`config.mk`:
```
export PLATFORM = sky130hd
export DESIGN_NAME = alu_opfetch
export DESIGN_NICKNAME = d
export VERILOG_FILES = /design/src/rtl/alu_opfetch.sv
export SDC_FILE = /design/constraint.sdc
export NUM_CORES = 2
export LEC_CHECK = 0
export ABC_AREA = 1
export ABC_CLOCK_PERIOD_IN_PS = 5650
export CORE_UTILIZATION = 55
export DETAILED_ROUTE_END_ITERATION = 10
export PLACE_DENSITY = 0.77
export SLEW_MARGIN = 25
export SYNTH_ARGS = -nofsm -noshare
export SYNTH_HDL_FRONTEND = slang
export SYNTH_SLANG_ARGS = --single-unit
```
`constraint.sdc`:
```
create_clock -name clk -period 5.65 [get_ports clk]
set_clock_uncertainty 0.2 [all_clocks]
set_input_delay 1.13 -clock clk [delete_from_list [all_inputs] [get_ports clk]]
set_output_delay 1.13 -clock clk [all_outputs]
set_load 0.1 [all_outputs]
```
`src/rtl/alu_opfetch.sv`:
```
// Operand-fetch stage in front of the ALU. It reads a register file with write-back bypass and
// holds one instruction under a valid/ready handshake. Bypassing also applies to held operands while stalled.
module alu_opfetch #(
  parameter int NREGS = 32
) (
  input  logic        clk,
  input  logic        rst,
  input  logic        in_valid,
  input  logic [31:0] in_inst,
  output logic        in_ready,
  input  logic        wb_en,
  input  logic [4:0]  wb_addr,
  input  logic [31:0] wb_data,
  output logic        out_valid,
  input  logic        out_ready,
  output logic [31:0] a,
  output logic [31:0] d,
  output logic [31:0] inf,
  output logic [15:0] stall_cnt
);

  function automatic logic signed [31:0] sext13(input logic signed [12:0] v);
    logic signed [31:0] r;
    r = v;
    return r;
  endfunction

  function automatic logic [15:0] sat_inc16(input logic [15:0] v);
    return (v == 16'hFFFF) ? v : v + 16'd1;
  endfunction

  function automatic logic in_range(input logic [4:0] idx);
    return {27'd0, idx} < 32'(NREGS);
  endfunction

  logic [31:0] r_rf [NREGS];

  logic        r_vld_p1;
  logic [31:0] r_a_p1;
  logic [31:0] r_d_p1;
  logic [31:0] r_inf_p1;
  logic [4:0]  r_rs1_p1;
  logic [4:0]  r_rs2_p1;
  logic        r_imm_p1;
  logic [15:0] r_stall_cnt;

  logic [4:0]         w_rs1;
  logic [4:0]         w_rs2;
  logic               w_imm;
  logic signed [31:0] w_simm;
  logic               w_wb_we;
  logic               w_accept;
  logic               w_stall;
  logic [31:0]        w_rs1_val;
  logic [31:0]        w_rs2_val;
  logic               w_hold_a;
  logic               w_hold_d;

  assign w_rs1   = in_inst[18:14];
  assign w_rs2   = in_inst[4:0];
  assign w_imm   = in_inst[13];
  assign w_simm  = sext13(in_inst[12:0]);
  // A write-back is only real if it lands in the file; bypass uses the same qualifier so both agree.
  assign w_wb_we = wb_en && (wb_addr != 5'd0) && in_range(wb_addr);

  assign in_ready = !r_vld_p1 || out_ready;
  assign w_accept = in_valid && in_ready;
  assign w_stall  = r_vld_p1 && !out_ready;
  assign w_hold_a = w_stall && w_wb_we && (wb_addr == r_rs1_p1);
  assign w_hold_d = w_stall && w_wb_we && !r_imm_p1 && (wb_addr == r_rs2_p1);

  always_comb begin
    w_rs1_val = 32'd0;
    w_rs2_val = 32'd0;
    if (w_wb_we && (wb_addr == w_rs1))
      w_rs1_val = wb_data;
    else if ((w_rs1 != 5'd0) && in_range(w_rs1))
      w_rs1_val = r_rf[w_rs1];
    if (w_wb_we && (wb_addr == w_rs2))
      w_rs2_val = wb_data;
    else if ((w_rs2 != 5'd0) && in_range(w_rs2))
      w_rs2_val = r_rf[w_rs2];
  end

  always_ff @(posedge clk) begin
    if (rst) begin
      for (int k = 0; k < NREGS; k++) r_rf[k] <= 32'd0;
    end else if (w_wb_we) begin
      r_rf[wb_addr] <= wb_data;
    end
  end

  // Stage p1: operand/instruction holding register presented to the ALU
  always_ff @(posedge clk) begin
    if (rst) begin
      r_vld_p1    <= 1'b0;
      r_a_p1      <= 32'd0;
      r_d_p1      <= 32'd0;
      r_inf_p1    <= 32'd0;
      r_rs1_p1    <= 5'd0;
      r_rs2_p1    <= 5'd0;
      r_imm_p1    <= 1'b0;
      r_stall_cnt <= 16'd0;
    end else begin
      if (w_stall) r_stall_cnt <= sat_inc16(r_stall_cnt);
      if (w_accept) begin
        r_vld_p1 <= 1'b1;
        r_a_p1   <= w_rs1_val;
        r_d_p1   <= w_imm ? w_simm : w_rs2_val;
        r_inf_p1 <= in_inst;
        r_rs1_p1 <= w_rs1;
        r_rs2_p1 <= w_rs2;
        r_imm_p1 <= w_imm;
      end else if (r_vld_p1 && out_ready) begin
        r_vld_p1 <= 1'b0;
      end else begin
        if (w_hold_a) r_a_p1 <= wb_data;
        if (w_hold_d) r_d_p1 <= wb_data;
      end
    end
  end

  assign out_valid = r_vld_p1;
  assign a         = r_a_p1;
  assign d         = r_d_p1;
  assign inf       = r_inf_p1;
  assign stall_cnt = r_stall_cnt;

endmodule
```
Word-level counts from Yosys, hierarchy flattened
Memories as Yosys holds them, arrays and structs flattened.
Index checks and enable logic that the tools add are counted.
{"block": "classes", "addsub": 1, "n_reduce_logical": 24, "n_eq_ne": 6, "n_mux": 21, "bitwise": 1}
{"op": "2-to-1 mux 32 bit", "count": 12}
{"op": "OR reduction 32 bit", "count": 1}
{"op": "equality test 5 bit", "count": 4}
{"op": "adder 16 x 1 -> 16 bit (second input constant)", "count": 1}
{"op": "equality test 16 bit (second input constant)", "count": 1}
{"op": "nonzero test 5 bit", "count": 3}
{"op": "logical AND 1 bit", "count": 10}
{"op": "2-to-1 mux 1 bit", "count": 8}
{"op": "AND reduction 2 bit", "count": 3}
{"op": "nonzero test 2 bit", "count": 3}
{"op": "2-to-1 mux 5 bit", "count": 1}
{"op": "zero test 1 bit", "count": 3}
{"op": "inequality test 2 bit (second input constant)", "count": 1}
{"op": "logical OR 1 bit", "count": 1}
{"op": "NOT 1 bit", "count": 1}
{"block": "word_totals", "output_inout_bits": 114, "input_bits": 74, "word_cells": 62, "ram_bits": 1024, "mem_count": 1, "regBits": 124}
{"name": "r_rf", "words": 32, "width": 32, "rd": 2, "rd_ports_with_merged_regs": 0, "write_ports": 32, "line": "36", "source": "logic [31:0] r_rf [NREGS];"}

Depth between registers and ports, before layout
{"block": "logic_depth", "ltp_word": 8, "depth_mapped": 16, "depth_no_buf": 13}

Worst setup path before layout
OpenSTA, ideal clock, no wires.
{"block": "synth_timing", "path_type": "input port to flip-flop", "startpoint": "in wb_addr[2]", "endpoint": "mem r_rf[13][0], enable pin", "setup_time_ns": 0.389, "path_buffers": 2, "arrival_time_ns": 2.955, "required_time_ns": 5.061, "stages": 10, "setup_slack_ns": 2.105, "cell_sequence": "buf_4 inv_2 nand3_2 nand2_2 nor2_1 nand3_1 inv_1 nand2_1 clkbuf_1 nand2_1"}
{"item": "start, declared", "line": "12", "source": "input logic [4:0] wb_addr,"}
{"item": "end, declared", "line": "36"}

Final worst setup path
{"block": "layout_timing", "startpoint": "in out_ready", "endpoint": "out in_ready"}
{"block": "layout_between", "elab_chain_len": 1}
{"item": "start, declared", "line": "15", "source": "input logic out_ready,"}
{"item": "logical OR 1 bit", "line": "66", "source": "assign in_ready = !r_vld_p1 || out_ready;"}
{"item": "end, declared", "line": "10", "source": "output logic in_ready,"}
Every way passes these cells.

==> run summary <==
===============================================================================================
Maximum cell stage delay along the critical path                                        1.18 ns
Peak supply drop                                                                         270 µV
Dominant combinational cell family by area after synthesis                         simple AND/OR/NAND/NOR gates
Final setup violating endpoints                                                               0
Most used cells in the layout excluding fill and tap cells                         nor2_1 (1455), nand2_1 (1351), edfxtp_1 (1024)
Power per Cell Area                                                                  311 nW/µm²
Cell area after layout                                                                67700 µm²
Finished Core Util                                                                        61.2%
YS warnings                                                                                   0
Area enclosed by the die boundary                                                    113000 µm²
Worst Hold Depth                                                                              2
Clock input transition at the sequential cells of the worst setup and hold paths        0.06 ns
Post-layout total power                                                                0.0211 W
Crit-path leading delay family                                                     buffers and inverters
Slowest cell on the critical path                                                  clkdlybuf4s50_1
PortBufs                                                                                    187
Cell at the root of the clock tree                                                    clkbuf_16
Synthesized area                                                                      61400 µm²
Crit path DAT                                                                           3.11 ns
Final estimated routing congestion in global placement                                    0.980
Clock latency on the worst-skew pair                                                    0.76 ns
Post-synthesis sequential area ratio                                                      53.8%
Post-synth top flop                                                                    edfxtp_1
Post-synth EDFFs                                                                           1024
Pin count of the biggest net entering global routing                                        201
Async SR Flop Fraction                                                                       0%
Mux cell area share after synthesis                                                     0.0815%
Kind of capture point of the worst setup path                                        output pin
Synth Area in XOR/XNOR                                                                   0.171%
Number of buffers on the longest clock path                                                   3
Flops & latches, synth                                                                     1137
Hold Vio Cnt, Final                                                                           0
Setup TNS                                                                                  0 ns
Overflow left after global routing                                                            0
Type of the setup path with the least slack                                              in2out
Buf+Inv Stages, Crit Path                                                                     3
Commonest non-fill, non-tap cell in the layout                                           nor2_1
Simple-gate share of the synthesized area                                                 23.5%
Leakage                                                                                 26.5 nW
Number of global-route vias before repair                                                 51600
Detailed-route vias per instance                                                           6.36
Transition time at the pin with the least slew margin                                   1.10 ns
Post-cts sizing count                                                                         0
TritonCTS sink count                                                                       1137
Total via count in the routed design                                                      56600
TritonCTS Buffers                                                                           120
Initial core utilization                                                                  55.5%
Cell with the most instances on the worst path                                     clkdlybuf4s50_1
X dimension of the die                                                                   336 µm
Final critical-path share of the clock period                                             78.6%
Layout overhead on the synthesized area                                                   10.3%
Minimum period implied by the final worst setup slack                                   4.44 ns
Number of buffers inserted for hold repair after clock tree synthesis                         0
Placement-stage cell area                                                             63800 µm²
Antenna violations before repair                                                              2
DR iter-0 viols                                                                            9477
Synth Area in Adders                                                                    0.0204%
Chain of cells forming the critical path                                           clkdlybuf4s50_1 -> nor2_1 -> inv_1 -> clkdlybuf4s50_1
Fin. max-slew vios                                                                            0
Count of inserted antenna diode cells                                                         0
Type of the most critical hold path                                                     reg2reg
Top-level I/O count                                                                         188
Smallest setup slack after layout                                                       1.21 ns
Max-slew headroom                                                                         26.2%
Share of cells above drive strength 1                                                     6.50%
CP Data Required Time                                                                   4.32 ns
Total setup buffers inserted after CTS                                                        0
First-pass GRT wire length                                                            333000 µm
H-tree levels                                                                                 3
MaxCap Viol Count                                                                             0
TritonCTS clock tree                                                                        yes
Average wire length per cell after detail routing                                       25.7 µm
Maximum fanout encountered on the critical timing path                                        4
Pre-CTS setup slack                                                                     1.08 ns
Startpoint type of the worst setup path                                            primary input
Cell variety after synth                                                                     45
Setup repair after global routing missed its margin                                          no
Status                                                                             finished, final reports clean
Total number of nets in the final design                                                   7384
Maximum operating frequency                                                             225 MHz
Half-perimeter wire length of the detailed placement result                           144000 µm
Complex-gate fraction of the synthesized area                                             14.3%
DRT antenna net count                                                                         0
Synth Instances                                                                            7477
# fillers                                                                                  9351
Avg Synthesized Cell Area                                                              8.21 µm²
Area inside the core boundary                                                        111000 µm²
Total routing resource utilization after global routing                                   39.8%
Routed Wire Length                                                                    229000 µm
Vertical die dimension                                                                   336 µm
Crit path depth                                                                               4
Count of cells along the worst register-to-register path                                      8
First-pass iteration count of the detailed router                                             9
Floorplan row count                                                                         122
# DRC                                                                                         0
===============================================================================================
-- synth_stat cells (all sizes together) (9+ instances only) --
master	number	area share, %
dfxtp	113	3.7
o21ai	847	6.9
nor2	1463	9.0
o22ai	91	0.93
clkbuf	398	2.4
nand3	600	4.9
o21a	9	0.11
nand2	1377	8.5
or2	10	0.10
edfxtp	1024	50
o211ai	189	2.4
buf	274	2.6
nand4	83	0.85
nor3	17	0.14
a21oi	432	3.8
inv	515	3.2
-- worst register-to-register path, stage by stage, from the launching register on --
cell and delay (ns):
dfxtp_1 0.40, inv_1 0.06, nor2_1 0.27, nor2_4 0.05, buf_4 0.23, a31oi_2 0.22
clkinv_1 0.80, o21ai_0 0.49, a21oi_1 0.07
-- through the flow --
stage | std cells | hold WS (ns)
finish | 8903 | 0.265
global route | 8903 | 0.282
CTS | 8903 | 0.264
detailed placement | 8675 | 0.255
global placement | 8675 | 0.249
floorplan | 7508 | 0.288
-- state kept, by name, summed over array words and instances, names as in the netlist --
signal     count
a             32
stall_cnt     16
inf           32
out_valid      1
d             32
r_rf        1024
-- power breakdown --
part	total [W]	internal (W)	switching, W
logic	0.00320	0.000760	0.00244
clock network	0.00804	0.00455	0.00349
registers	0.00986	0.00963	0.000232
total	0.0211	0.0149	0.00616
-- layout make-up --
| type | count | area [µm²] | share of cell area (%) |
|---|---|---|---|
| Multi-Input combinational cell | 5183 | 23500 | 34.8 |
| Sequential cell | 1137 | 33000 | 48.7 |
| Clock inverter | 75 | 692 | 1.02 |
| Clock buffer | 153 | 3240 | 4.78 |
| Tap cell | 1488 | 1860 | 2.75 |
| Inverter | 516 | 1970 | 2.90 |
| Timing Repair Buffer | 351 | 3410 | 5.04 |
-- worst paths after layout --
check	startpoint	endpoint	slack [ns]
max reg2reg	out_valid	a[7]	2.73
min reg2reg	inf[5]	inf[5]	0.26
max	out_ready	in_ready	1.21
min	inf[5]	inf[5]	0.26
-- layer usage --
layer	global-route usage (%)	vias up	routed length (µm)
met2	59.2	4398	99200
met3	7.96	871	28900
met5	0	-	17
met4	30.4	2	20400
met1	51.4	26600	80300
li1	-	24800	-
-- cells by family (layout without fill, tap and decap cells) --
kind of cell,after synthesis,count (layout)
flops,1137,1137
fa+ha+maj,1,1
buf+inv,1188,1095
other cells,1,32
mux,5,5
compound gates,1578,1578
xor+xnor,12,12
simple gates,3555,3555
(Power assumes the default switching activity.)
